**src/rtl/sram_arbiter_pkg.sv**
```systemverilog
// Shared definitions for the two-port SRAM arbiter.
//   state_t      : sequencer states (IDLE / BUSY / ACK)
//   PORT0/PORT1  : port identifiers used for grant and last_grant
//   wdog_width() : watchdog counter width for a given TIMEOUT
package sram_arbiter_pkg;

  typedef enum logic [1:0] {
    ST_IDLE = 2'd0,
    ST_BUSY = 2'd1,
    ST_ACK  = 2'd2
  } state_t;

  localparam logic PORT0 = 1'b0;
  localparam logic PORT1 = 1'b1;

  // A TIMEOUT of 0 disables the watchdog; keep a 1-bit counter so no
  // zero-width vector is ever declared.
  function automatic int wdog_width(input int timeout);
    return (timeout > 0) ? $clog2(timeout + 1) : 1;
  endfunction

endpackage

```
**src/rtl/sram_arbiter_rr_arbiter2.sv**
```systemverilog
// Two-requester grant selection (purely combinational).
//   i_req0/i_req1  : port requests
//   i_last_grant   : port that completed the previous transfer
//   o_grant        : winning port id (valid only when o_valid)
//   o_valid        : at least one request present
module rr_arbiter2
  import sram_arbiter_pkg::*;
#(
  parameter int FIXED_PRIO = 0
) (
  input  logic i_req0,
  input  logic i_req1,
  input  logic i_last_grant,
  output logic o_grant,
  output logic o_valid
);

  always_comb begin
    o_valid = i_req0 | i_req1;
    o_grant = PORT0;
    if (i_req0 && i_req1) begin
      // Contention: fixed priority favours port 0, otherwise alternate.
      o_grant = (FIXED_PRIO != 0) ? PORT0 : ~i_last_grant;
    end else if (i_req1) begin
      o_grant = PORT1;
    end
  end

endmodule

```
**src/rtl/sram_arbiter.sv**
```systemverilog
// Arbiter/sequencer in front of the single external-SRAM controller.
// Grants one whole transfer at a time to port 0 (CPU) or port 1 (DMA),
// drives the controller strobes until mem_ready, returns read data and
// pulses ack (plus err when the watchdog aborts a hung transfer).
//   i_clk, i_reset          : clock, synchronous active-high reset
//   i_req*/i_we*/i_addr*/i_wdata* : port requests, held until ack
//   o_rdata*                : read data, valid in ack cycle, held until next ack
//   o_ack*/o_err*           : one-cycle completion / timeout pulses
//   o_mem_addr/o_mem_wdata/o_mem_rd/o_mem_wr : to SRAM controller
//   i_mem_rdata/i_mem_ready : from SRAM controller
// All outputs are registered.
module sram_arbiter
  import sram_arbiter_pkg::*;
#(
  parameter int AW         = 18,
  parameter int DW         = 16,
  parameter int FIXED_PRIO = 0,
  parameter int TIMEOUT    = 255
) (
  input  logic          i_clk,
  input  logic          i_reset,
  input  logic          i_req0,
  input  logic          i_req1,
  input  logic          i_we0,
  input  logic          i_we1,
  input  logic [AW-1:0] i_addr0,
  input  logic [AW-1:0] i_addr1,
  input  logic [DW-1:0] i_wdata0,
  input  logic [DW-1:0] i_wdata1,
  output logic [DW-1:0] o_rdata0,
  output logic [DW-1:0] o_rdata1,
  output logic          o_ack0,
  output logic          o_ack1,
  output logic          o_err0,
  output logic          o_err1,
  output logic [AW-1:0] o_mem_addr,
  output logic [DW-1:0] o_mem_wdata,
  output logic          o_mem_rd,
  output logic          o_mem_wr,
  input  logic [DW-1:0] i_mem_rdata,
  input  logic          i_mem_ready
);

  localparam int             WDW     = wdog_width(TIMEOUT);
  localparam logic [WDW-1:0] WD_LAST = WDW'(TIMEOUT - 1);

  state_t          r_state, w_next;
  logic            r_last, r_win;
  logic [WDW-1:0]  r_wdog;
  logic [AW-1:0]   r_mem_addr;
  logic [DW-1:0]   r_mem_wdata, r_rdata0, r_rdata1;
  logic            r_mem_rd, r_mem_wr, r_ack0, r_ack1, r_err0, r_err1;
  logic            w_grant, w_valid, w_we, w_timeout;

  rr_arbiter2 #(.FIXED_PRIO(FIXED_PRIO)) u_arb (
    .i_req0       (i_req0),
    .i_req1       (i_req1),
    .i_last_grant (r_last),
    .o_grant      (w_grant),
    .o_valid      (w_valid)
  );

  assign w_we      = w_grant ? i_we1 : i_we0;
  assign w_timeout = (TIMEOUT != 0) && (r_wdog == WD_LAST);

  always_comb begin
    w_next = r_state;
    case (r_state)
      ST_IDLE: if (w_valid) w_next = ST_BUSY;
      ST_BUSY: if (i_mem_ready || w_timeout) w_next = ST_ACK;
      ST_ACK:  w_next = ST_IDLE;  // requests deliberately not sampled here
      default: w_next = ST_IDLE;
    endcase
  end

  always_ff @(posedge i_clk) begin
    if (i_reset) r_state <= ST_IDLE;
    else         r_state <= w_next;
  end

  always_ff @(posedge i_clk) begin
    if (i_reset) begin
      r_last      <= PORT1;  // so port 0 wins the first contention
      r_win       <= PORT0;
      r_wdog      <= '0;
      r_mem_addr  <= '0;
      r_mem_wdata <= '0;
      r_mem_rd    <= 1'b0;
      r_mem_wr    <= 1'b0;
      r_rdata0    <= '0;
      r_rdata1    <= '0;
      r_ack0      <= 1'b0;
      r_ack1      <= 1'b0;
      r_err0      <= 1'b0;
      r_err1      <= 1'b0;
    end else begin
      r_ack0 <= 1'b0;
      r_ack1 <= 1'b0;
      r_err0 <= 1'b0;
      r_err1 <= 1'b0;
      case (r_state)
        ST_IDLE: if (w_valid) begin
          r_win       <= w_grant;
          r_mem_addr  <= w_grant ? i_addr1  : i_addr0;
          r_mem_wdata <= w_grant ? i_wdata1 : i_wdata0;
          r_mem_rd    <= ~w_we;
          r_mem_wr    <= w_we;
          r_wdog      <= '0;
        end
        ST_BUSY: begin
          if (i_mem_ready) begin
            // Completion takes precedence over a same-cycle timeout.
            r_mem_rd <= 1'b0;
            r_mem_wr <= 1'b0;
            if (r_mem_rd) begin
              if (r_win) r_rdata1 <= i_mem_rdata;
              else       r_rdata0 <= i_mem_rdata;
            end
            r_ack0 <= ~r_win;
            r_ack1 <= r_win;
          end else begin
            if (r_wdog != '1) r_wdog <= r_wdog + 1'b1;
            if (w_timeout) begin
              r_mem_rd <= 1'b0;
              r_mem_wr <= 1'b0;
              r_ack0   <= ~r_win;
              r_ack1   <= r_win;
              r_err0   <= ~r_win;
              r_err1   <= r_win;
            end
          end
        end
        ST_ACK:  r_last <= r_win;
        default: ;
      endcase
    end
  end

  assign o_mem_addr  = r_mem_addr;
  assign o_mem_wdata = r_mem_wdata;
  assign o_mem_rd    = r_mem_rd;
  assign o_mem_wr    = r_mem_wr;
  assign o_rdata0    = r_rdata0;
  assign o_rdata1    = r_rdata1;
  assign o_ack0      = r_ack0;
  assign o_ack1      = r_ack1;
  assign o_err0      = r_err0;
  assign o_err1      = r_err1;

endmodule
```
**config.mk**
```make
export PLATFORM = sky130hd
export DESIGN_NAME = sram_arbiter
export DESIGN_NICKNAME = d
export VERILOG_FILES = /design/src/rtl/sram_arbiter_pkg.sv /design/src/rtl/sram_arbiter_rr_arbiter2.sv /design/src/rtl/sram_arbiter.sv
export SDC_FILE = /design/constraint.sdc
export NUM_CORES = 1
export LEC_CHECK = 0
export BUFFER_PORTS_ARGS = -buffer_cell sky130_fd_sc_hd__buf_2
export CORE_AREA = 2 2 88 90
export DETAILED_ROUTE_END_ITERATION = 7
export DIE_AREA = 0 0 90 92
export PLACE_DENSITY = 0.83
export SYNTH_ARGS = -nofsm -noshare
export SYNTH_HDL_FRONTEND = slang
export SYNTH_SLANG_ARGS = --single-unit
```
**constraint.sdc**
```tcl
create_clock -name i_clk -period 4.54 [get_ports i_clk]
set_input_delay 1.135 -clock i_clk [delete_from_list [all_inputs] [get_ports i_clk]]
set_output_delay 1.135 -clock i_clk [all_outputs]
set_load 0.01 [all_outputs]
```
==> impl_metrics.py <==
metrics = {
    "status": {
        "outcome": "finished, final reports clean",
    },
    "final_layout": {
        "diodes": 0,
        "fin_nets": 629,
        "final_common_cell": "buf_2",
        "fillCellCount": 662,
        "final_cell_mix": "buf_2 (162), dfxtp_1 (84), nand2_1 (50), nor2_1 (42)",
        "final_layout_size_suffix_gt1_frac": 0.4222,
        "area_growth_pct": 28.23,
    },
    "critical_path": {
        "worstPathMaxFanout": 43,
        "crit_path_cell_trace": "buf_2, or2_1, and2_2, buf_4, nor2_1, a211oi_1",
        "cp-startpoint": "i_req0",
        "timing.rr.end": "o_mem_addr[10]",
        "worst-r2r-setup-slack_ps": 2480,
        "crit_arrival_ps": 2730,
        "path_buf_inv": 2,
        "r2r_start": "r_state[0]",
        "timing.critical_path.slowest_cell_delay_ps": 630,
        "cp.depth": 6,
        "worstSetupEndpointType": "register",
        "cp_top_family": "simple AND/OR/NAND/NOR gates",
        "worstSetupStartpointType": "input port",
        "cp.required_ps": 4800,
        "crit_path_top_delay_cell": "and2_2",
        "number_of_cells_on_the_worst_reg_to_reg_path": 5,
        "worst_setup_path_endpoint": "o_mem_addr[10]",
        "path_class": "input port to register",
    },
    "sta": {
        "timing.fmax_mhz": 404.7,
        "finalMaxSlewViolations": 0,
        "rsz_0062_raised_after_global_routing": "false",
        "fin_crit_sh": 0.5442,
        "slew-limit-headroom": 0.4166,
        "worst_setup_skew_after_layout_ps": 14.84,
        "timing.final.hold_violations": 0,
        "worst_slew_pin_slew_ps": 873.0,
        "hold-worst-slack_ps": 454.0,
        "post-route-min-period_ps": 2471,
        "final-setup-viol-count": 0,
        "setup_total_negative_slack_ps": 0,
    },
    "global_routing": {
        "grt_pass1_wl_um": 14550,
        "via_count_of_the_first_global_routing_pass": 3304,
        "overall_global_routing_usage": 0.2160,
        "remaining_global_route_overflow": 0,
        "grt_start_max_net_pins": 62,
        "antenna_found_initial": 0,
    },
    "clocking": {
        "cts_tree": "done",
        "clock_latency_ps": 340,
        "htree_levels": 3,
        "cts-buffers-inserted": 9,
        "post_cts.repair.setup_buffers": 0,
        "clockRootBuffer": "clkbuf_8",
        "max-clock-path-buffers": 2,
        "cts-hold-fix-buffers": 0,
        "cts.sink_count": 84,
        "post_cts_resized": 0,
        "clk_pin_slew_worst_paths_ps": 90,
    },
    "placement": {
        "gp_congestion": 0.8096,
        "dp_hpwl_um": 6590,
        "place.port_buffers": 162,
    },
    "routing": {
        "first_iter_violations": 105,
        "dr.pass1.iters": 4,
        "post_drt_wl_per_cell_um": 13.82,
        "via_count": 3287,
        "remaining_design_rule_violation_count": 0,
        "route.antenna.remaining_nets": 0,
        "route.detailed.vias_per_inst": 5.120,
        "drt-total-wl_um": 8875,
    },
    "floorplan": {
        "core.rowCount": 32,
        "initial_core_util": 0.4839,
        "die_w_um": 90,
        "floorplan.die.height_um": 92,
        "ios": 163,
        "die-area_sq_um": 8280,
        "design.core.area_sq_um": 7447,
    },
    "synth": {
        "post-synth-top-area-fraction": 0.4667,
        "synth_xor_area_frac": 0,
        "area_fraction_in_compound_gates_after_synthesis": 0.1833,
        "synth.yosys.warnings": 0,
        "syn-mean-instance-area_sq_um": 9.287,
        "synth_top_flop_cell": "dfxtp_1",
        "post_synth_fa_ha_maj_area_fraction": 0.006944,
        "async_reset_ff_frac": 0,
        "synthesis.nets": 481,
        "ys_top_cells_by_area": "dfxtp_1 (47%), mux2i_1 (9.4%), a211oi_1 (7.1%)",
        "yosysTopAreaCell": "dfxtp_1",
        "largest_family_of_logic_cells_by_synthesized_area": "simple AND/OR/NAND/NOR gates",
        "yosys.cell_types.count": 44,
        "synth_sequential_area_ratio": 0.4667,
        "synthesis.instances": 388,
        "synth.mux.area_fraction": 0.09757,
        "mappedNetlistArea_sq_um": 3603,
        "synth.ff_latch_count": 84,
        "synth-edff-count": 0,
        "synth-simple-area-share": 0.1934,
    },
    "power_and_ir_drop": {
        "internal_power_uw": 1199,
        "p_clk_frac": 0.353,
        "comb_power_share": 0.155,
        "switching_share": 0.2679,
        "maximum_resistive_drop_on_vdd_mv": 0.1883,
        "total_power_per_unit_cell_area_nw_per_um2": 354.3,
        "netSwitchingPower_uw": 438.6,
        "p_seq_frac": 0.492,
        "lkg_pwr_uw": 0.002058,
        "report.power.total_uw": 1637,
    },
    "run": {
        "max_cap_violations": 0,
    },
    "worst_hold_path": {
        "class_of_the_worst_hold_path": "register to register",
    },
}
## metrics by stage
step	util	cell area [sq um]	cells	worst slack, ps
3_3_place_gp	0.5919	4408	627	1761
5_1_grt	0.6205	4621	642	1888
6_report	0.6205	4621	642	2069
2_1_floorplan	-	3603	388	2387
4_1_cts	0.6205	4621	642	2074
3_5_place_dp	0.5919	4408	627	1697
## kinds of logic (layout without fill, tap and decap cells)
| logic type | count (synthesis) | in the layout |
|---|---|---|
| buffers and inverters | 33 | 185 |
| adder cells (fa/ha/maj) | 2 | 2 |
| AO/OA/AOI/OAI | 89 | 89 |
| multiplexers | 35 | 35 |
| AND/OR/NAND/NOR | 145 | 145 |
| flip-flops | 84 | 84 |
## tightest hold or removal path, delay by kind of cell (launching register included)
kind            cells  cell delay (ps)
compound gates      1               50
simple gates        1               50
flops               1              310
## registers in the layout (all words and copies together), names as in the netlist
register     flops
o_mem_addr      18
o_mem_wdata     16
o_rdata0        16
o_rdata1        16
r_wdog           8
r_state          2
o_ack0           1
o_ack1           1
o_err0           1
o_err1           1
o_mem_rd         1
o_mem_wr         1
r_last           1
r_win            1
## cells in the mapped netlist, types with 2 or more instances
cell type	instances
nor3_1	4
a21oi_1	17
nor2_1	42
and3_1	4
ha_1	2
buf_4	5
a21oi_2	20
buf_2	6
a211oi_1	34
buf_1	3
nand2_1	50
nor3_4	2
buf_6	5
or3_1	2
nor3b_1	3
nand3_1	6
mux2i_1	34
dfxtp_1	84
clkbuf_1	9
inv_1	4
a211o_1	2
nor4_1	2
and2_1	3
o22ai_1	2
nand2_2	20
a21o_1	3
a221o_1	2
nand2b_1	2
## per-layer routing
| metal | global-route usage | part of all wire |
|---|---|---|
| met1 | 0.2577 | 0.43 |
| met2 | 0.3803 | 0.50 |
| met3 | 0.03944 | 0.054 |
| met4 | 0.09615 | 0.022 |
| met5 | 0 | 0 |
## worst min path at each step
stage | start | end | slack, ps | depth (start not counted)
after floorplan | r_last | r_last | 460 | 2
after global placement | o_rdata0[5] | o_rdata0[5] | 440 | 2
after detailed placement | o_rdata0[5] | o_rdata0[5] | 450 | 2
after CTS | o_rdata0[5] | o_rdata0[5] | 460 | 2
after global routing | o_rdata0[5] | o_rdata0[5] | 470 | 2
final | o_rdata0[5] | o_rdata0[5] | 450 | 2
## final cells by class
cell class | instances | area [sq um] | share of cell area
clock inverters | 5 | 85.08 | 0.01841
well taps | 102 | 127.6 | 0.02762
inverters | 5 | 18.77 | 0.004062
multi-input cells | 271 | 1747 | 0.3780
clock buffers | 10 | 127.6 | 0.02762
flip-flops and latches | 84 | 1682 | 0.3639
repair buffers | 165 | 833.3 | 0.1803
## power by group through the flow
stage               logic [uW]  clock network (uW)  registers [uW]
CTS                        254                 583             806
global route               280                 615             811
detailed placement         254                   0             822
finish                     253                 578             806
floorplan                  135                   0             838
global placement           245                   0             823
Power figures use the tool's default switching activity.
